==> config.mk <==
export PLATFORM = sky130hd
export DESIGN_NAME = fpu_mac_avalon_master
export DESIGN_NICKNAME = d
export VERILOG_FILES = /design/src/rtl/fpu_mac_avalon_master.sv
export SDC_FILE = /design/constraint.sdc
export NUM_CORES = 1
export LEC_CHECK = 0
export BUFFER_PORTS_ARGS = -buffer_cell sky130_fd_sc_hd__buf_2
export CELL_PAD_IN_SITES_DETAIL_PLACEMENT = 1
export CELL_PAD_IN_SITES_GLOBAL_PLACEMENT = 1
export CORE_MARGIN = 1.5
export CORE_UTILIZATION = 36
export CTS_CLUSTER_DIAMETER = 100
export DETAILED_ROUTE_END_ITERATION = 6
export HOLD_SLACK_MARGIN = 0.1
export PLACE_DENSITY = 0.81
export SYNTH_ARGS = -nofsm -noshare
export SYNTH_HDL_FRONTEND = slang
export SYNTH_SLANG_ARGS = --single-unit
==> constraint.sdc <==
create_clock -name clk -period 2.8 [get_ports clk]
set_input_delay 0.14 -clock clk [delete_from_list [all_inputs] [get_ports clk]]
set_output_delay 0.14 -clock clk [all_outputs]
set_load 0.01 [all_outputs]
==> src/rtl/fpu_mac_avalon_master.sv <==
// Avalon-MM master that streams IEEE-754 operand pairs into a MAC slave and reads back the sum.
// Define FPU_MAC_MASTER_OPFIFO_EN for a 4-entry operand FIFO; otherwise a single-entry buffer is used.
module fpu_mac_avalon_master #(
  parameter int unsigned DRAIN_CYCLES = 16,
  parameter logic [2:0]  ADDR_A       = 3'h0,
  parameter logic [2:0]  ADDR_B       = 3'h1,
  parameter logic [2:0]  ADDR_CLR     = 3'h2
) (
  input  logic        clk,
  input  logic        reset,
  input  logic [31:0] op_a,
  input  logic [31:0] op_b,
  input  logic        op_last,
  input  logic        op_valid,
  output logic        op_ready,
  input  logic        clear_req,
  output logic [31:0] result,
  output logic        result_valid,
  input  logic        result_ready,
  output logic [2:0]  avm_address,
  output logic [31:0] avm_writedata,
  output logic        avm_write,
  output logic        avm_read,
  input  logic [31:0] avm_readdata,
  input  logic        avm_waitrequest,
  output logic        busy
);

  typedef enum logic [2:0] {
    S_IDLE  = 3'd0,
    S_WR_A  = 3'd1,
    S_WR_B  = 3'd2,
    S_DRAIN = 3'd3,
    S_RD    = 3'd4,
    S_OUT   = 3'd5,
    S_CLR   = 3'd6
  } state_e;

  localparam int unsigned      CNT_W      = (DRAIN_CYCLES > 1) ? $clog2(DRAIN_CYCLES) : 1;
  localparam logic [CNT_W-1:0] DRAIN_LOAD = CNT_W'(DRAIN_CYCLES - 1);

  state_e           state_q, state_d;
  logic [CNT_W-1:0] drain_cnt_q, drain_cnt_d;
  logic             clr_pend_q, clr_pend_d;
  logic [31:0]      result_q, result_d;

  logic        push_s, pop_s;
  logic        buf_empty_s, buf_full_s, buf_multi_s;
  logic [64:0] head_s;
  logic        head_last_s;
  logic [31:0] head_a_s, head_b_s;

  assign op_ready    = ~buf_full_s;
  assign push_s      = op_valid & ~buf_full_s;
  assign head_last_s = head_s[64];
  assign head_a_s    = head_s[63:32];
  assign head_b_s    = head_s[31:0];

`ifdef FPU_MAC_MASTER_OPFIFO_EN
  logic [64:0] fifo_q [4];
  logic [64:0] fifo_d [4];
  logic [1:0]  wr_ptr_q, wr_ptr_d, rd_ptr_q, rd_ptr_d;
  logic [2:0]  count_q, count_d;

  // FIFO next state; 2-bit pointers wrap modulo the depth on their own.
  always_comb begin
    for (int i = 0; i < 4; i++) begin
      fifo_d[i] = fifo_q[i];
    end
    if (push_s) begin
      fifo_d[wr_ptr_q] = {op_last, op_a, op_b};
      wr_ptr_d         = wr_ptr_q + 2'd1;
    end else begin
      wr_ptr_d = wr_ptr_q;
    end
    if (pop_s) begin
      rd_ptr_d = rd_ptr_q + 2'd1;
    end else begin
      rd_ptr_d = rd_ptr_q;
    end
    case ({push_s, pop_s})
      2'b10:   count_d = count_q + 3'd1;
      2'b01:   count_d = count_q - 3'd1;
      default: count_d = count_q;
    endcase
  end

  // FIFO storage and pointers.
  always_ff @(posedge clk) begin
    if (reset) begin
      for (int i = 0; i < 4; i++) begin
        fifo_q[i] <= 65'd0;
      end
      wr_ptr_q <= 2'd0;
      rd_ptr_q <= 2'd0;
      count_q  <= 3'd0;
    end else begin
      for (int i = 0; i < 4; i++) begin
        fifo_q[i] <= fifo_d[i];
      end
      wr_ptr_q <= wr_ptr_d;
      rd_ptr_q <= rd_ptr_d;
      count_q  <= count_d;
    end
  end

  assign head_s      = fifo_q[rd_ptr_q];
  assign buf_empty_s = (count_q == 3'd0);
  assign buf_full_s  = (count_q == 3'd4);
  assign buf_multi_s = (count_q > 3'd1);
`else
  logic [64:0] slot_q, slot_d;
  logic        full_q, full_d;

  // Single-slot buffer: a push only lands when empty, a pop only when full.
  always_comb begin
    slot_d = slot_q;
    if (push_s) begin
      slot_d = {op_last, op_a, op_b};
      full_d = 1'b1;
    end else if (pop_s) begin
      full_d = 1'b0;
    end else begin
      full_d = full_q;
    end
  end

  // Single-slot storage.
  always_ff @(posedge clk) begin
    if (reset) begin
      slot_q <= 65'd0;
      full_q <= 1'b0;
    end else begin
      slot_q <= slot_d;
      full_q <= full_d;
    end
  end

  assign head_s      = slot_q;
  assign buf_empty_s = ~full_q;
  assign buf_full_s  = full_q;
  assign buf_multi_s = 1'b0;
`endif

  // Control registers.
  always_ff @(posedge clk) begin
    if (reset) begin
      state_q     <= S_IDLE;
      drain_cnt_q <= '0;
      clr_pend_q  <= 1'b0;
      result_q    <= 32'h0;
    end else begin
      state_q     <= state_d;
      drain_cnt_q <= drain_cnt_d;
      clr_pend_q  <= clr_pend_d;
      result_q    <= result_d;
    end
  end

  // Next-state logic; a pending clear is only taken from IDLE so a pair is never split.
  always_comb begin
    state_d     = state_q;
    drain_cnt_d = drain_cnt_q;
    clr_pend_d  = clr_pend_q | clear_req;
    result_d    = result_q;
    pop_s       = 1'b0;
    case (state_q)
      S_IDLE: begin
        if (clr_pend_q) begin
          state_d    = S_CLR;
          clr_pend_d = 1'b0;
        end else if (!buf_empty_s) begin
          state_d = S_WR_A;
        end else begin
          state_d = S_IDLE;
        end
      end
      S_WR_A: begin
        if (!avm_waitrequest) begin
          state_d = S_WR_B;
        end else begin
          state_d = S_WR_A;
        end
      end
      S_WR_B: begin
        if (!avm_waitrequest) begin
          pop_s = 1'b1;
          if (head_last_s) begin
            state_d     = S_DRAIN;
            drain_cnt_d = DRAIN_LOAD;
          end else if (buf_multi_s) begin
            state_d = S_WR_A;
          end else begin
            state_d = S_IDLE;
          end
        end else begin
          state_d = S_WR_B;
        end
      end
      S_DRAIN: begin
        if (drain_cnt_q == '0) begin
          state_d = S_RD;
        end else begin
          drain_cnt_d = drain_cnt_q - 1'b1;
        end
      end
      S_RD: begin
        if (!avm_waitrequest) begin
          result_d = avm_readdata;
          state_d  = S_OUT;
        end else begin
          state_d = S_RD;
        end
      end
      S_OUT: begin
        if (result_ready) begin
          state_d = S_IDLE;
        end else begin
          state_d = S_OUT;
        end
      end
      S_CLR: begin
        if (!avm_waitrequest) begin
          state_d = S_IDLE;
        end else begin
          state_d = S_CLR;
        end
      end
      default: state_d = S_IDLE;
    endcase
  end

  // Bus and status outputs decoded from the state register.
  always_comb begin
    avm_write     = 1'b0;
    avm_read      = 1'b0;
    avm_address   = 3'h0;
    avm_writedata = 32'h0;
    case (state_q)
      S_WR_A: begin
        avm_write     = 1'b1;
        avm_address   = ADDR_A;
        avm_writedata = head_a_s;
      end
      S_WR_B: begin
        avm_write     = 1'b1;
        avm_address   = ADDR_B;
        avm_writedata = head_b_s;
      end
      S_RD: begin
        avm_read    = 1'b1;
        avm_address = ADDR_A;
      end
      S_CLR: begin
        avm_write   = 1'b1;
        avm_address = ADDR_CLR;
      end
      default: begin
        avm_write = 1'b0;
        avm_read  = 1'b0;
      end
    endcase
  end

  assign result       = result_q;
  assign result_valid = (state_q == S_OUT);
  assign busy         = (state_q != S_IDLE);

endmodule

### After elaboration in Yosys (flattened, before gate mapping)

Index checks and enable logic that the tools add are counted.

| storage, ports and cells | value |
|---|---|
| output and inout bits | 72 |
| bits in registers | 106 |

| operators by class | value |
|---|---|
| eq/ne operators | 10 |
| muxes and demuxes | 24 |
| reduce and logical (&&, ||, !) cells | 8 |
| bitwise operators | 4 |
| add/sub/neg operators | 1 |

Operators by type and width:

| operator | number |
|---|---|
| one-hot mux 32 bit (2 select lines) | 1 |
| one-hot mux 3 bit (7 select lines) | 1 |
| 2-to-1 mux 3 bit | 5 |
| 2-to-1 mux 4 bit | 3 |
| 2-to-1 mux 1 bit | 10 |
| equality test 3 bit (second input constant) | 3 |
| != test 2 bit (second input constant) | 4 |
| one-hot mux 4 bit (2 select lines) | 1 |
| equality test 3 x 2 -> 1 bit (second input constant) | 2 |
| zero test 4 bit | 1 |
| 2-to-1 mux 2 bit | 2 |
| one-hot mux 2 bit (2 select lines) | 1 |
| AND reduction 4 bit | 1 |
| nonzero test 2 bit | 2 |
| subtractor 4 x 1 -> 4 bit (second input constant) | 1 |
| equality test 3 x 1 -> 1 bit (second input constant) | 1 |
| zero test 3 bit | 1 |
| nonzero test 3 bit | 1 |
| OR reduction 3 bit | 1 |
| inverter 1 bit | 2 |
| AND reduction 2 bit | 1 |
| AND 1 bit | 1 |
| OR 1 bit | 1 |

### Logic depth before layout (Yosys ltp)

| depth | value |
|---|---|
| depth after elaboration | 4 |
| gate-level depth with buffers | 7 |
| mapped depth without buffers | 6 |

### Least setup slack after synthesis

OpenSTA, ideal clock, no wires.

| timing path | value |
|---|---|
| kind | reg-to-reg |
| start | register drain_cnt_q[0] |
| end | register state_q[0] |
| path buffers | 0 |
| path slack | 1.361 ns |
| required time | 2.666 ns |
| arrival | 1.305 ns |
| cell stages (with the launch flop) | 7 |
| setup time | 0.134 ns |
| cell sequence | dfxtp_1 > inv_1 > ha_1 > nor3b_1 > nor3_4 > a41oi_1 > o211ai_1 |

| between the ends | value |
|---|---|
| longest elaborated chain between the ends | 2 |

RTL lines:

| what | RTL line | text |
|---|---|---|
| start, declared | 43 | `logic [CNT_W-1:0] drain_cnt_q, drain_cnt_d;` |
| start signal, assigned | 154 | `drain_cnt_q <= drain_cnt_d;` |
| zero test 4 bit | 201 | `if (drain_cnt_q == '0) begin` |
| != test 2 bit (no source line) | n/a |  |
| end signal, assigned | 153 | `state_q <= state_d;` |
| end, declared | 42 | `state_e state_q, state_d;` |

Every way passes these cells.
A chain may end at the register's enable or synchronous reset.

### Worst setup path after layout

| timing path | value |
|---|---|
| start | register state_q[0] |
| end | register result_q[31], in the netlist result[31] |

| between the ends | value |
|---|---|
| longest elaborated chain between the ends | 2 |

RTL lines:

| what | RTL line | text |
|---|---|---|
| equality test 3 bit | 167 | `case (state_q)` |
| AND reduction 2 bit (no source line) | n/a |  |
| end signal, assigned | 156 | `result_q <= result_d;` |
| end, declared | 45 | `logic [31:0] result_q, result_d;` |

Every way passes these cells.

==> summary.txt <==
STA
  – Tmin final: 2.297 ns
  – # setup viols final: 0
  – Relative slew slack: 0.2697
  – Worst hold margin: 0.1973 ns
  – RSZ-0062 raised after global routing: no
  – Worst setup margin: 0.5026 ns
  – Highest clock rate: 0.4353 GHz
  – Final period util: 0.8205
  – Slew @ Worst Pin: 1.095 ns
  – Total negative slack: 0 ns
  – Final Max Slew Viols: 0
  – Skew final: 0.004674 ns
  – Final hold violation count: 0

Critical path
  – WP data arrival: 2.57 ns
  – Reg2reg start: state_q[0]
  – Required time worst endpoint: 3.07 ns
  – Critical Path Source Type: flip-flop
  – Crit path max fanout: 32
  – Worst r2r path cells: 4
  – R2r setup slk: 0.50 ns
  – Crit Path Class: flip-flop to flip-flop
  – CP Capture Type: flip-flop
  – Worst R2R End: result[31]

Yosys
  – Sequential fraction of the synthesis area: 0.4958
  – Syn Nets: 648
  – Post-synth EDFFs: 0
  – Share of the synthesized area in the top cell type: 0.4958
  – Synth unique cells: 37
  – Post-synthesis register bit count: 106
  – Synth Instances: 544
  – Mapped Area: 0.004280 mm²
  – Avg Inst Size Synth: 7.868 µm²
  – Area contributors post-synth: dfxtp_1, nand2_1, a21oi_1
  – Top FF cell, synth: dfxtp_1
  – Count leader, synth: nand2_1
  – Ys async rst share: 0
  – Synth warn: 0
  – Post-synth top cells: nand2_1, dfxtp_1, a21oi_1
  – Cell taking the most area after synthesis: dfxtp_1

Placement
  – Placed Cells: 824
  – DP Worst Slack: 0.5470 ns
  – Port bufs: 173
  – Gpl congestion: 0.8121
  – Post-DP HPWL: 9254 µm

Die
  – Chip height: 112.0 µm
  – Io pins: 175
  – Die ar.: 0.01255 mm²
  – FP Rows: 39
  – Initial Util: 0.3717
  – Chip width: 112.0 µm
  – Placeable Area: 0.01152 mm²

Global routing
  – Grt total ovfl: 0
  – First-pass GRT wire length: 26540 µm
  – Largest net degree at the start of global routing: 81
  – GR Util All Layers: 0.2680
  – Vias in the first global route: 5315
  – Antenna violations before repair: 1

Pwr
  – Clock Power Share: 0.364
  – Sw Share: 0.2792
  – Worst IR Drop VDD: 0.3304 mV
  – Leakage: 0.002841 µW
  – Seq pwr share: 0.455
  – Sw Pwr: 1028 µW
  – Overall power: 3683 µW
  – Comb power frac: 0.181
  – Pwr dens: 566.1 mW/mm²
  – Int Power: 2654 µW

Route
  – Via count: 4797
  – DR vias/cell: 5.109
  – Routed wire length per instance: 17.51 µm
  – Number of remaining DRC errors: 15
  – Initial DRC count: 255
  – DRT Pass-1 Iters: 7
  – ANT nets after route: 0
  – Detailed Route WL: 16440 µm

Layout
  – Fraction of layout instances using a drive strength above 1: 0.2553
  – FILL cells: 1416
  – Register area: 0.002122 mm²
  – Fin nets: 894
  – Multi-input gate area: 0.001928 mm²
  – P&R area growth vs syn: 51.97%
  – Fin cells: 939

Clock tree
  – Htree depth: 3
  – Cts hold-fix bufs: 98
  – Worst-path clk slew: 0.07 ns
  – CTS Buffer Depth: 2
  – Clock root buffer: clkbuf_16
  – Post_cts resized: 0
  – Post-CTS Setup Inserts: 0
  – Clock sink count: 106
  – CTS Buf Count: 9
  – CTS tree: done
  – Clk_lat worst skew: 0.35 ns

Hold path
  – Min-Delay Endpoint: state_q[2]
  – HP Start: result_ready
  – Worst Hold Class: primary input to flip-flop
  – Worst hold path depth: 4

Run status
  – Outcome: complete, but fails checks
  – Failing checks: design-rule violations

Job
  – Max cap viols: 0
## area by class of cell
cell class | count | area share
sequential | 106 | 0.3262
timing repair buffer | 279 | 0.2974
multi-input combinational | 387 | 0.2964
clock buffer | 12 | 0.03943
tap | 143 | 0.02751
clock inverter | 4 | 0.008656
inverter | 7 | 0.004039
antenna | 1 | 0.0003847
## layout by cell type, fill, tap and decap left out, types with 2 or more instances in the layout
master,netlist,routed
nand2b_1,4,4
clkbuf_16,0,9
o22ai_1,3,3
clkbuf_8,0,2
nor3b_1,3,3
buf_12,0,2
a211oi_1,2,2
a21oi_1,104,104
buf_4,3,7
nor2_1,6,6
dfxtp_1,106,106
nand2_1,201,200
nor3_1,6,6
nor2b_1,3,2
inv_6,0,3
a22o_1,32,32
inv_1,7,7
o21ai_0,3,3
dlygate4sd3_1,0,98
nor3_4,1,3
buf_2,16,172
## state kept, by name (all words and copies together), names as in the netlist
name         cells
head_s          65
result          32
state_q          3
clr_pend_q       1
drain_cnt_q      4
buf_full_s       1
## critical path, cell delays in order (launching register included)
cell and delay [ns]:
dfxtp_1 0.68, nand2b_4 0.27, or3_1 0.85, nand2_1 0.19, a21oi_1 0.21
## worst max-delay path by stage
stage	start	end	slack, ns	cells past startpoint
final	state_q[0]	result[31]	0.50	4
after global routing	state_q[0]	result[27]	0.32	4
after CTS	state_q[1]	avm_writedata[28]	0.52	4
after detailed placement	state_q[0]	result[7]	0.55	4
after global placement	state_q[0]	result[28]	0.75	4
after floorplan	drain_cnt_q[0]	state_q[0]	1.36	6
## cells by family (layout without fill, tap and decap cells)
family / Yosys count / in the layout / synth area share
compound gates: 149 / 149 / 0.2075
fa+ha+maj: 1 / 1 / 0.002923
buf+inv: 51 / 302 / 0.05905
flops: 106 / 106 / 0.4958
other cells: 1 / 2 / 0.0008761
simple gates: 236 / 236 / 0.2339
## power by group through the flow
stage	Combinational [µW]	Sequential (µW)	Clock (µW)
final	667	1680	1340
after global routing	728	1690	1420
after CTS	650	1670	1370
after detailed placement	540	1710	0
after global placement	524	1700	0
after floorplan	341	1680	0
## routing by layer
metal | share of wire | global-route usage | vias up
li1 | - | - | 2307
met1 | 0.41 | 0.2979 | 2301
met2 | 0.52 | 0.4988 | 155
met3 | 0.053 | 0.06156 | 34
met4 | 0.024 | 0.1013 | 0
met5 | 0 | 0 | -
## stage by stage
stage / utilization / area [µm²]
4_1_cts: 0.5646 / 6502
6_report: 0.5649 / 6505
5_1_grt: 0.5649 / 6505
3_5_place_dp: 0.4523 / 5209
3_3_place_gp: 0.4523 / 5209
2_1_floorplan: - / 4280
(Power assumes the default switching activity.)
